<file path="config.mk">
export PLATFORM = sky130hd
export DESIGN_NAME = hazard_tnew_tracker_flat
export DESIGN_NICKNAME = d
export VERILOG_FILES = /design/src/rtl/hazard_tnew_tracker_if.sv /design/src/rtl/hazard_tnew_tracker.sv /design/src/flat_wrapper.sv
export SDC_FILE = /design/constraint.sdc
export NUM_CORES = 1
export LEC_CHECK = 0
export CORE_ASPECT_RATIO = 0.6
export CORE_MARGIN = 3
export CORE_UTILIZATION = 35
export CTS_BUF_LIST = sky130_fd_sc_hd__clkbuf_2
export CTS_CLUSTER_DIAMETER = 100
export DETAILED_ROUTE_END_ITERATION = 6
export HOLD_SLACK_MARGIN = 0.03
export PLACE_DENSITY_LB_ADDON = 0.3
export SYNTH_ARGS = -nofsm -noshare
export SYNTH_HDL_FRONTEND = slang
export SYNTH_SLANG_ARGS = --single-unit
</file>
<file path="constraint.sdc">
create_clock -name clk -period 3.2 [get_ports clk]
set_input_delay 0.64 -clock clk [delete_from_list [all_inputs] [get_ports clk]]
set_output_delay 0.64 -clock clk [all_outputs]
set_load 0.02 [all_outputs]
</file>
<file path="src/rtl/hazard_tnew_tracker_if.sv">
// D-stage hazard query bus between the decoder (master) and the Tnew tracker (slave).
interface hazard_tnew_tracker_if #(
  parameter int unsigned DEPTH = 3,
  parameter int unsigned TW    = 2,
  parameter int unsigned SELW  = 2
);
  logic                d_valid;
  logic                d_rs_use;
  logic [4:0]          d_rs_addr;
  logic [TW-1:0]       d_rs_tuse;
  logic                d_rt_use;
  logic [4:0]          d_rt_addr;
  logic [TW-1:0]       d_rt_tuse;
  logic                d_wr_en;
  logic [4:0]          d_wr_addr;
  logic [TW-1:0]       d_tnew;
  logic                d_md_op;
  logic                d_md_start;
  logic                flush_e;
  logic                stall;
  logic [SELW-1:0]     fwd_rs_sel;
  logic [SELW-1:0]     fwd_rt_sel;
  logic [DEPTH*TW-1:0] tnew_vec;
  logic                md_busy;

  modport master (
    output d_valid, d_rs_use, d_rs_addr, d_rs_tuse, d_rt_use, d_rt_addr, d_rt_tuse,
           d_wr_en, d_wr_addr, d_tnew, d_md_op, d_md_start, flush_e,
    input  stall, fwd_rs_sel, fwd_rt_sel, tnew_vec, md_busy
  );

  modport slave (
    input  d_valid, d_rs_use, d_rs_addr, d_rs_tuse, d_rt_use, d_rt_addr, d_rt_tuse,
           d_wr_en, d_wr_addr, d_tnew, d_md_op, d_md_start, flush_e,
    output stall, fwd_rs_sel, fwd_rt_sel, tnew_vec, md_busy
  );
endinterface

</file>
<file path="src/rtl/hazard_tnew_tracker.sv">
// Tuse/Tnew hazard unit: tracks DEPTH post-D stages, drives stall and forward select,
// and interlocks the multicycle mult/div unit with a busy counter.
module hazard_tnew_tracker #(
  parameter int unsigned DEPTH  = 3,
  parameter int unsigned TW     = 2,
  parameter int unsigned MD_LAT = 5,
  parameter int unsigned SELW   = 2
) (
  input  logic                  clk,
  input  logic                  reset,
  hazard_tnew_tracker_if.slave  hz
);
  localparam int unsigned AW  = 5;
  localparam int unsigned MDW = $clog2(MD_LAT + 1);

  logic          st_valid [1:DEPTH];
  logic [AW-1:0] st_addr  [1:DEPTH];
  logic [TW-1:0] st_tnew  [1:DEPTH];
  logic [MDW-1:0] md_cnt;

  logic            md_busy_c;
  logic            accept_c;
  logic            stall_c;
  logic            rs_hit_c, rt_hit_c;
  logic [SELW-1:0] rs_sel_c, rt_sel_c;
  logic [TW-1:0]   rs_tnew_c, rt_tnew_c;

  function automatic logic [TW-1:0] dec_sat(input logic [TW-1:0] t);
    return (t == '0) ? t : t - TW'(1);
  endfunction

  assign md_busy_c = (md_cnt != '0);
  assign accept_c  = hz.d_valid && !stall_c && !hz.flush_e;

  // Youngest match wins: scan oldest to youngest so the lowest k overwrites.
  always_comb begin
    rs_hit_c  = 1'b0;
    rs_sel_c  = '0;
    rs_tnew_c = '0;
    rt_hit_c  = 1'b0;
    rt_sel_c  = '0;
    rt_tnew_c = '0;
    for (int k = int'(DEPTH); k >= 1; k--) begin
      if (hz.d_rs_use && st_valid[k] && (st_addr[k] == hz.d_rs_addr) && (hz.d_rs_addr != '0)) begin
        rs_hit_c  = 1'b1;
        rs_sel_c  = SELW'(k);
        rs_tnew_c = st_tnew[k];
      end
      if (hz.d_rt_use && st_valid[k] && (st_addr[k] == hz.d_rt_addr) && (hz.d_rt_addr != '0)) begin
        rt_hit_c  = 1'b1;
        rt_sel_c  = SELW'(k);
        rt_tnew_c = st_tnew[k];
      end
    end
  end

  always_comb begin
    stall_c = hz.d_valid && ((rs_hit_c && (rs_tnew_c > hz.d_rs_tuse)) ||
                             (rt_hit_c && (rt_tnew_c > hz.d_rt_tuse)) ||
                             (hz.d_md_op && md_busy_c));
  end

  // Stage pipeline: stage 1 takes the accepted D instruction or a bubble, older stages age.
  always_ff @(posedge clk) begin
    if (reset) begin
      for (int k = 1; k <= int'(DEPTH); k++) begin
        st_valid[k] <= 1'b0;
        st_addr[k]  <= '0;
        st_tnew[k]  <= '0;
      end
    end else begin
      st_valid[1] <= accept_c && hz.d_wr_en;
      st_addr[1]  <= accept_c ? hz.d_wr_addr : '0;
      st_tnew[1]  <= accept_c ? hz.d_tnew : '0;
      for (int k = 1; k < int'(DEPTH); k++) begin
        st_valid[k+1] <= st_valid[k];
        st_addr[k+1]  <= st_addr[k];
        st_tnew[k+1]  <= dec_sat(st_tnew[k]);
      end
    end
  end

  // Mult/div busy counter; a start while busy is blocked by the md_op stall.
  always_ff @(posedge clk) begin
    if (reset) begin
      md_cnt <= '0;
    end else if (accept_c && hz.d_md_start) begin
      md_cnt <= MDW'(MD_LAT);
    end else if (md_busy_c) begin
      md_cnt <= md_cnt - MDW'(1);
    end
  end

  assign hz.stall      = stall_c;
  assign hz.fwd_rs_sel = rs_sel_c;
  assign hz.fwd_rt_sel = rt_sel_c;
  assign hz.md_busy    = md_busy_c;

  for (genvar g = 1; g <= int'(DEPTH); g++) begin : g_tvec
    assign hz.tnew_vec[(g-1)*TW +: TW] = st_tnew[g];
  end
endmodule

</file>
<file path="src/flat_wrapper.sv">
// flat-port wrapper written by rule: the top's interface ports become plain ports
module hazard_tnew_tracker_flat 
#(
  parameter int unsigned DEPTH  = 3,
  parameter int unsigned TW     = 2,
  parameter int unsigned MD_LAT = 5,
  parameter int unsigned SELW   = 2
)
  (clk, reset, hz_d_valid, hz_d_rs_use, hz_d_rs_addr, hz_d_rs_tuse, hz_d_rt_use, hz_d_rt_addr, hz_d_rt_tuse, hz_d_wr_en, hz_d_wr_addr, hz_d_tnew, hz_d_md_op, hz_d_md_start, hz_flush_e, hz_stall, hz_fwd_rs_sel, hz_fwd_rt_sel, hz_tnew_vec, hz_md_busy);
  hazard_tnew_tracker_if #(.DEPTH(DEPTH), .TW(TW), .SELW(SELW)) hz_i ();
  input  logic clk;
  input  logic reset;
  input wire logic [$bits(hz_i.d_valid)-1:0] hz_d_valid;
  input wire logic [$bits(hz_i.d_rs_use)-1:0] hz_d_rs_use;
  input wire logic [$bits(hz_i.d_rs_addr)-1:0] hz_d_rs_addr;
  input wire logic [$bits(hz_i.d_rs_tuse)-1:0] hz_d_rs_tuse;
  input wire logic [$bits(hz_i.d_rt_use)-1:0] hz_d_rt_use;
  input wire logic [$bits(hz_i.d_rt_addr)-1:0] hz_d_rt_addr;
  input wire logic [$bits(hz_i.d_rt_tuse)-1:0] hz_d_rt_tuse;
  input wire logic [$bits(hz_i.d_wr_en)-1:0] hz_d_wr_en;
  input wire logic [$bits(hz_i.d_wr_addr)-1:0] hz_d_wr_addr;
  input wire logic [$bits(hz_i.d_tnew)-1:0] hz_d_tnew;
  input wire logic [$bits(hz_i.d_md_op)-1:0] hz_d_md_op;
  input wire logic [$bits(hz_i.d_md_start)-1:0] hz_d_md_start;
  input wire logic [$bits(hz_i.flush_e)-1:0] hz_flush_e;
  output wire logic [$bits(hz_i.stall)-1:0] hz_stall;
  output wire logic [$bits(hz_i.fwd_rs_sel)-1:0] hz_fwd_rs_sel;
  output wire logic [$bits(hz_i.fwd_rt_sel)-1:0] hz_fwd_rt_sel;
  output wire logic [$bits(hz_i.tnew_vec)-1:0] hz_tnew_vec;
  output wire logic [$bits(hz_i.md_busy)-1:0] hz_md_busy;
  assign hz_i.d_valid = hz_d_valid;
  assign hz_i.d_rs_use = hz_d_rs_use;
  assign hz_i.d_rs_addr = hz_d_rs_addr;
  assign hz_i.d_rs_tuse = hz_d_rs_tuse;
  assign hz_i.d_rt_use = hz_d_rt_use;
  assign hz_i.d_rt_addr = hz_d_rt_addr;
  assign hz_i.d_rt_tuse = hz_d_rt_tuse;
  assign hz_i.d_wr_en = hz_d_wr_en;
  assign hz_i.d_wr_addr = hz_d_wr_addr;
  assign hz_i.d_tnew = hz_d_tnew;
  assign hz_i.d_md_op = hz_d_md_op;
  assign hz_i.d_md_start = hz_d_md_start;
  assign hz_i.flush_e = hz_flush_e;
  assign hz_stall = hz_i.stall;
  assign hz_fwd_rs_sel = hz_i.fwd_rs_sel;
  assign hz_fwd_rt_sel = hz_i.fwd_rt_sel;
  assign hz_tnew_vec = hz_i.tnew_vec;
  assign hz_md_busy = hz_i.md_busy;
  hazard_tnew_tracker #(.DEPTH(DEPTH), .TW(TW), .MD_LAT(MD_LAT), .SELW(SELW)) u_core (.clk(clk), .reset(reset), .hz(hz_i));
endmodule
</file>
==> impl_metrics.csv <==
group,metric,value,unit
cts,numCtsBuffers,3,
timing,fin_crit,3.769,ns
timing,skew,0.01754,ns
cts,htreeDepth,1,
die,core_area,3871,µm²
timing,setup_viol,1,
grt,grt_pass1_vias,1332,
timing,drv_slew,0,
synth,synth_area,1489,µm²
power,power_leakage,0.0009517,µW
die,fp.dieH,56.52,µm
synth,ys_ff_latch,27,
place,io_buffers,41,
synth,ys_types,35,
hold_path,min_path_cells,1,
cts,clk_pin_slew_worst_paths,0.25,ns
setup_path,regToRegEndpoint,"u_core.st_tnew[0][3]",
layout,n_antenna_cell,0,
setup_path,crit_slowest_cell,"or4_4",
grt,grt_antenna_before_repair,0,
detailed_routing,dr.pass1.iters,5,
synth,syn_nets,198,
outcome,outcome,"finished, violations left",
timing,final.setup.tns,-0.5691,ns
cts,cts_sinks,27,
grt,grt_usage,15.94,%
detailed_routing,drc,0,
grt,grt_pass1_wl,6.561,mm
power,peakVddDrop,0.0002165,V
die,initial_utilization,38.46,%
cts,cts_tree,"done",
cts,root_buffer,"clkbuf_2",
place,dpl_cell_area,2181,µm²
hold_path,holdPathEnd,"u_core.st_addr[0][18]",
place,hpwl,3.296,mm
timing,max_freq,0.2653,GHz
hold_path,hp-class,"reg2reg",
setup_path,reg2reg_slack,0.42,ns
die,core.rowCount,17,
die,die_area,5098,µm²
setup_path,path_max_fanout,3,
timing,tightest_slew,0.3429,ns
power,p_per_area,350.9,nW/µm²
timing,slew_headroom,76.97,%
layout,layout-drive-gt1-share,27.35,%
setup_path,crit_arrival,3.13,ns
place,gp_congestion,0.8347,
synth,synth.top_cell.area_share,36.30,%
setup_path,timing.rr.start,"u_core.st_addr[0][6]",
setup_path,required,2.56,ns
grt,grt.overflow.total,0,
synth,synth_area_leaders,"dfxtp_1 36%, xnor2_1 14%, nor2b_1 6.3%, ha_1 5.0%, xor2_1 4.7%",
layout,syn_to_final_growth,55.88,%
detailed_routing,drt_wl_total,3.987,mm
setup_path,path_cells,"buf_6 > or4_4 > o21ai_4 > nor3_4 > nor2b_4 > a22o_1 > mux2i_1 > ha_1 > a21oi_2 > o31a_1 > nor3_4 > nor2b_2 > buf_6",
job,drv_cap,0,
setup_path,path_class,"in2out",
detailed_routing,initialDrtViolationCount,80,
layout,layout.nets,271,
detailed_routing,post_drt_wl_per_cell,13.70,µm
outcome,violations,"setup timing",
synth,avgSynthCellArea,9.191,µm²
hold_path,min-delay-start,"u_core.st_addr[0][13]",
setup_path,cp-start-kind,"primary input",
setup_path,end_kind,"output port",
layout,postLayoutCoreUtil,59.95,%
setup_path,path_delay_family,"simple AND/OR/NAND/NOR gates",
setup_path,critPathMaxStageDelay,0.54,ns
grt,grt_start_max_net_pins,18,
detailed_routing,routed_via_density,4.680,
die,die_w,90.20,µm
cts,insertion_delay,0.38,ns
timing,post-route-period-util,117.8,%
synth,synthCells,162,
synth,synth_top_cell_by_area,"dfxtp_1",
synth,yosysSeqAreaShare,36.30,%
cts,cts_hold_buf,0,
detailed_routing,detail-route-antenna-nets,0,
setup_path,critical_path_buf_inv_count,2,
timing,setup_slack,-0.5691,ns
timing,rsz0062_at_grt,"yes",
cts,clockBufferDepth,2,
timing,final_hold_viol_count,0,
detailed_routing,num_vias,1362,
setup_path,reg2regPathDepth,12,
die,io_pins,42,
synth,ys_warn_count,0,
layout,stdcell_area,2321,µm²
==> per-stage QoR <==
stage	hold WS, ns	std cells	setup slack (ns)	power, µW
floorplan	0.4598	162	-0.1845	540.1
global placement	0.4970	282	-1.320	657.5
detailed placement	0.5017	282	-1.338	660.1
CTS	0.5312	289	-0.5396	812.1
global route	0.5437	291	-0.6605	861.1
finish	0.5326	291	-0.5691	814.4
==> registers in the layout (all words and copies together) (netlist names) <==
name and count:
u_core.st_tnew 6, u_core.st_addr 15, u_core.md_cnt 3, u_core.st_valid 3
==> area by class of cell <==
type / count / area, µm²
Clock buffer: 3 / 15.01
Clock inverter: 1 / 8.758
Fill cell: 367 / 1550
Inverter: 8 / 30.03
Multi-Input combinational cell: 125 / 1042
Sequential cell: 27 / 540.5
Tap cell: 57 / 71.32
Timing Repair Buffer: 70 / 613.1
==> cell usage in the layout (no fill, tap or decap), drive strengths merged, types with 2 or more instances in the layout <==
cell / count
ha: 6
dlygate4sd2: 5
nand2b: 3
or4: 2
nor2: 8
xnor2: 23
nor2b: 15
o2bb2ai: 2
buf: 33
inv: 9
clkbuf: 6
o31a: 2
dfxtp: 27
and4b: 2
nor4: 3
nor3: 7
nand3b: 2
clkdlybuf4s50: 26
nand2: 8
a21oi: 5
xor2: 8
and2: 9
clkdlybuf4s15: 3
and3b: 2
nand4: 4
mux2i: 2
nand4b: 2
o21ai: 3
==> per-layer routing <==
layer	track usage (%)	vias up	wire, µm
met5	0	-	0
met4	2.179	0	0
met3	4.953	0	255
met2	22.61	33	1612
met1	23.88	630	2119
li1	-	699	-
==> worst reg2reg max path: stages, from the launching register on <==
cell      delay (ns)
dfxtp_1         0.40
xor2_1          0.17
nor4_2          0.33
nand4b_1        0.23
nor2_1          0.18
a21oi_2         0.05
ha_1            0.35
a21oi_2         0.15
a21oi_2         0.05
o31a_1          0.16
buf_4           0.17
nor4_4          0.32
and2_1          0.17
==> Yosys cell counts <==
| library cell | instances |
|---|---|
| a311oi_1 | 1 |
| o21ai_0 | 1 |
| a31o_2 | 1 |
| nor2_1 | 8 |
| a21oi_1 | 5 |
| a31oi_1 | 1 |
| or2_2 | 1 |
| inv_1 | 8 |
| nor3b_1 | 1 |
| a22o_1 | 1 |
| nor4_1 | 2 |
| nand2b_1 | 3 |
| dfxtp_1 | 27 |
| and3b_1 | 2 |
| clkbuf_1 | 2 |
| nand4_1 | 4 |
| xnor2_1 | 23 |
| ha_1 | 6 |
| nor4_4 | 1 |
| nor3_1 | 7 |
| nor2b_1 | 15 |
| and4b_4 | 1 |
| o21ai_2 | 1 |
| nand4b_1 | 2 |
| mux2i_1 | 2 |
| and2_1 | 9 |
| nand2_1 | 8 |
| nand3b_1 | 2 |
| o21ai_1 | 1 |
| or4_1 | 2 |
| a22oi_1 | 1 |
| xor2_1 | 8 |
| o31a_1 | 2 |
| and4b_1 | 1 |
| o2bb2ai_1 | 2 |
==> cell families (layout without fill, tap and decap cells) <==
family / after synthesis / after routing / share of synthesized area (%)
simple gates: 69 / 69 / 28.57
xor+xnor: 31 / 31 / 18.24
flops: 27 / 27 / 36.30
compound gates: 17 / 17 / 7.984
buf+inv: 10 / 82 / 2.521
fa+ha+maj: 6 / 6 / 5.042
mux: 2 / 2 / 1.345
==> how the worst max path moves through the flow <==
stage	slack (ns)	from	cells after the start	end
detailed placement	-1.34	hz_d_rt_addr[0]	13	hz_stall
floorplan	-0.18	hz_d_rt_addr[0]	12	hz_stall
finish	-0.57	hz_d_rt_addr[1]	13	hz_stall
global placement	-1.32	hz_d_rt_addr[0]	13	hz_stall
CTS	-0.54	hz_d_rt_addr[3]	14	hz_stall
global route	-0.66	hz_d_rs_addr[4]	14	hz_stall
==> report_power, final <==
part / internal (µW) / total [µW] / switching [µW]
sequential: 362 / 381 / 18.8
clock: 32.7 / 142 / 109
combinational: 153 / 292 / 139
==> what timing repair did <==
item	4_1_cts	5_1_grt
pin swaps	13	20
buffers inserted	3	3
hold endpoints to repair	0	0
setup endpoints to repair	13	10
gates resized for setup	42	19
(Power assumes the default switching activity.)
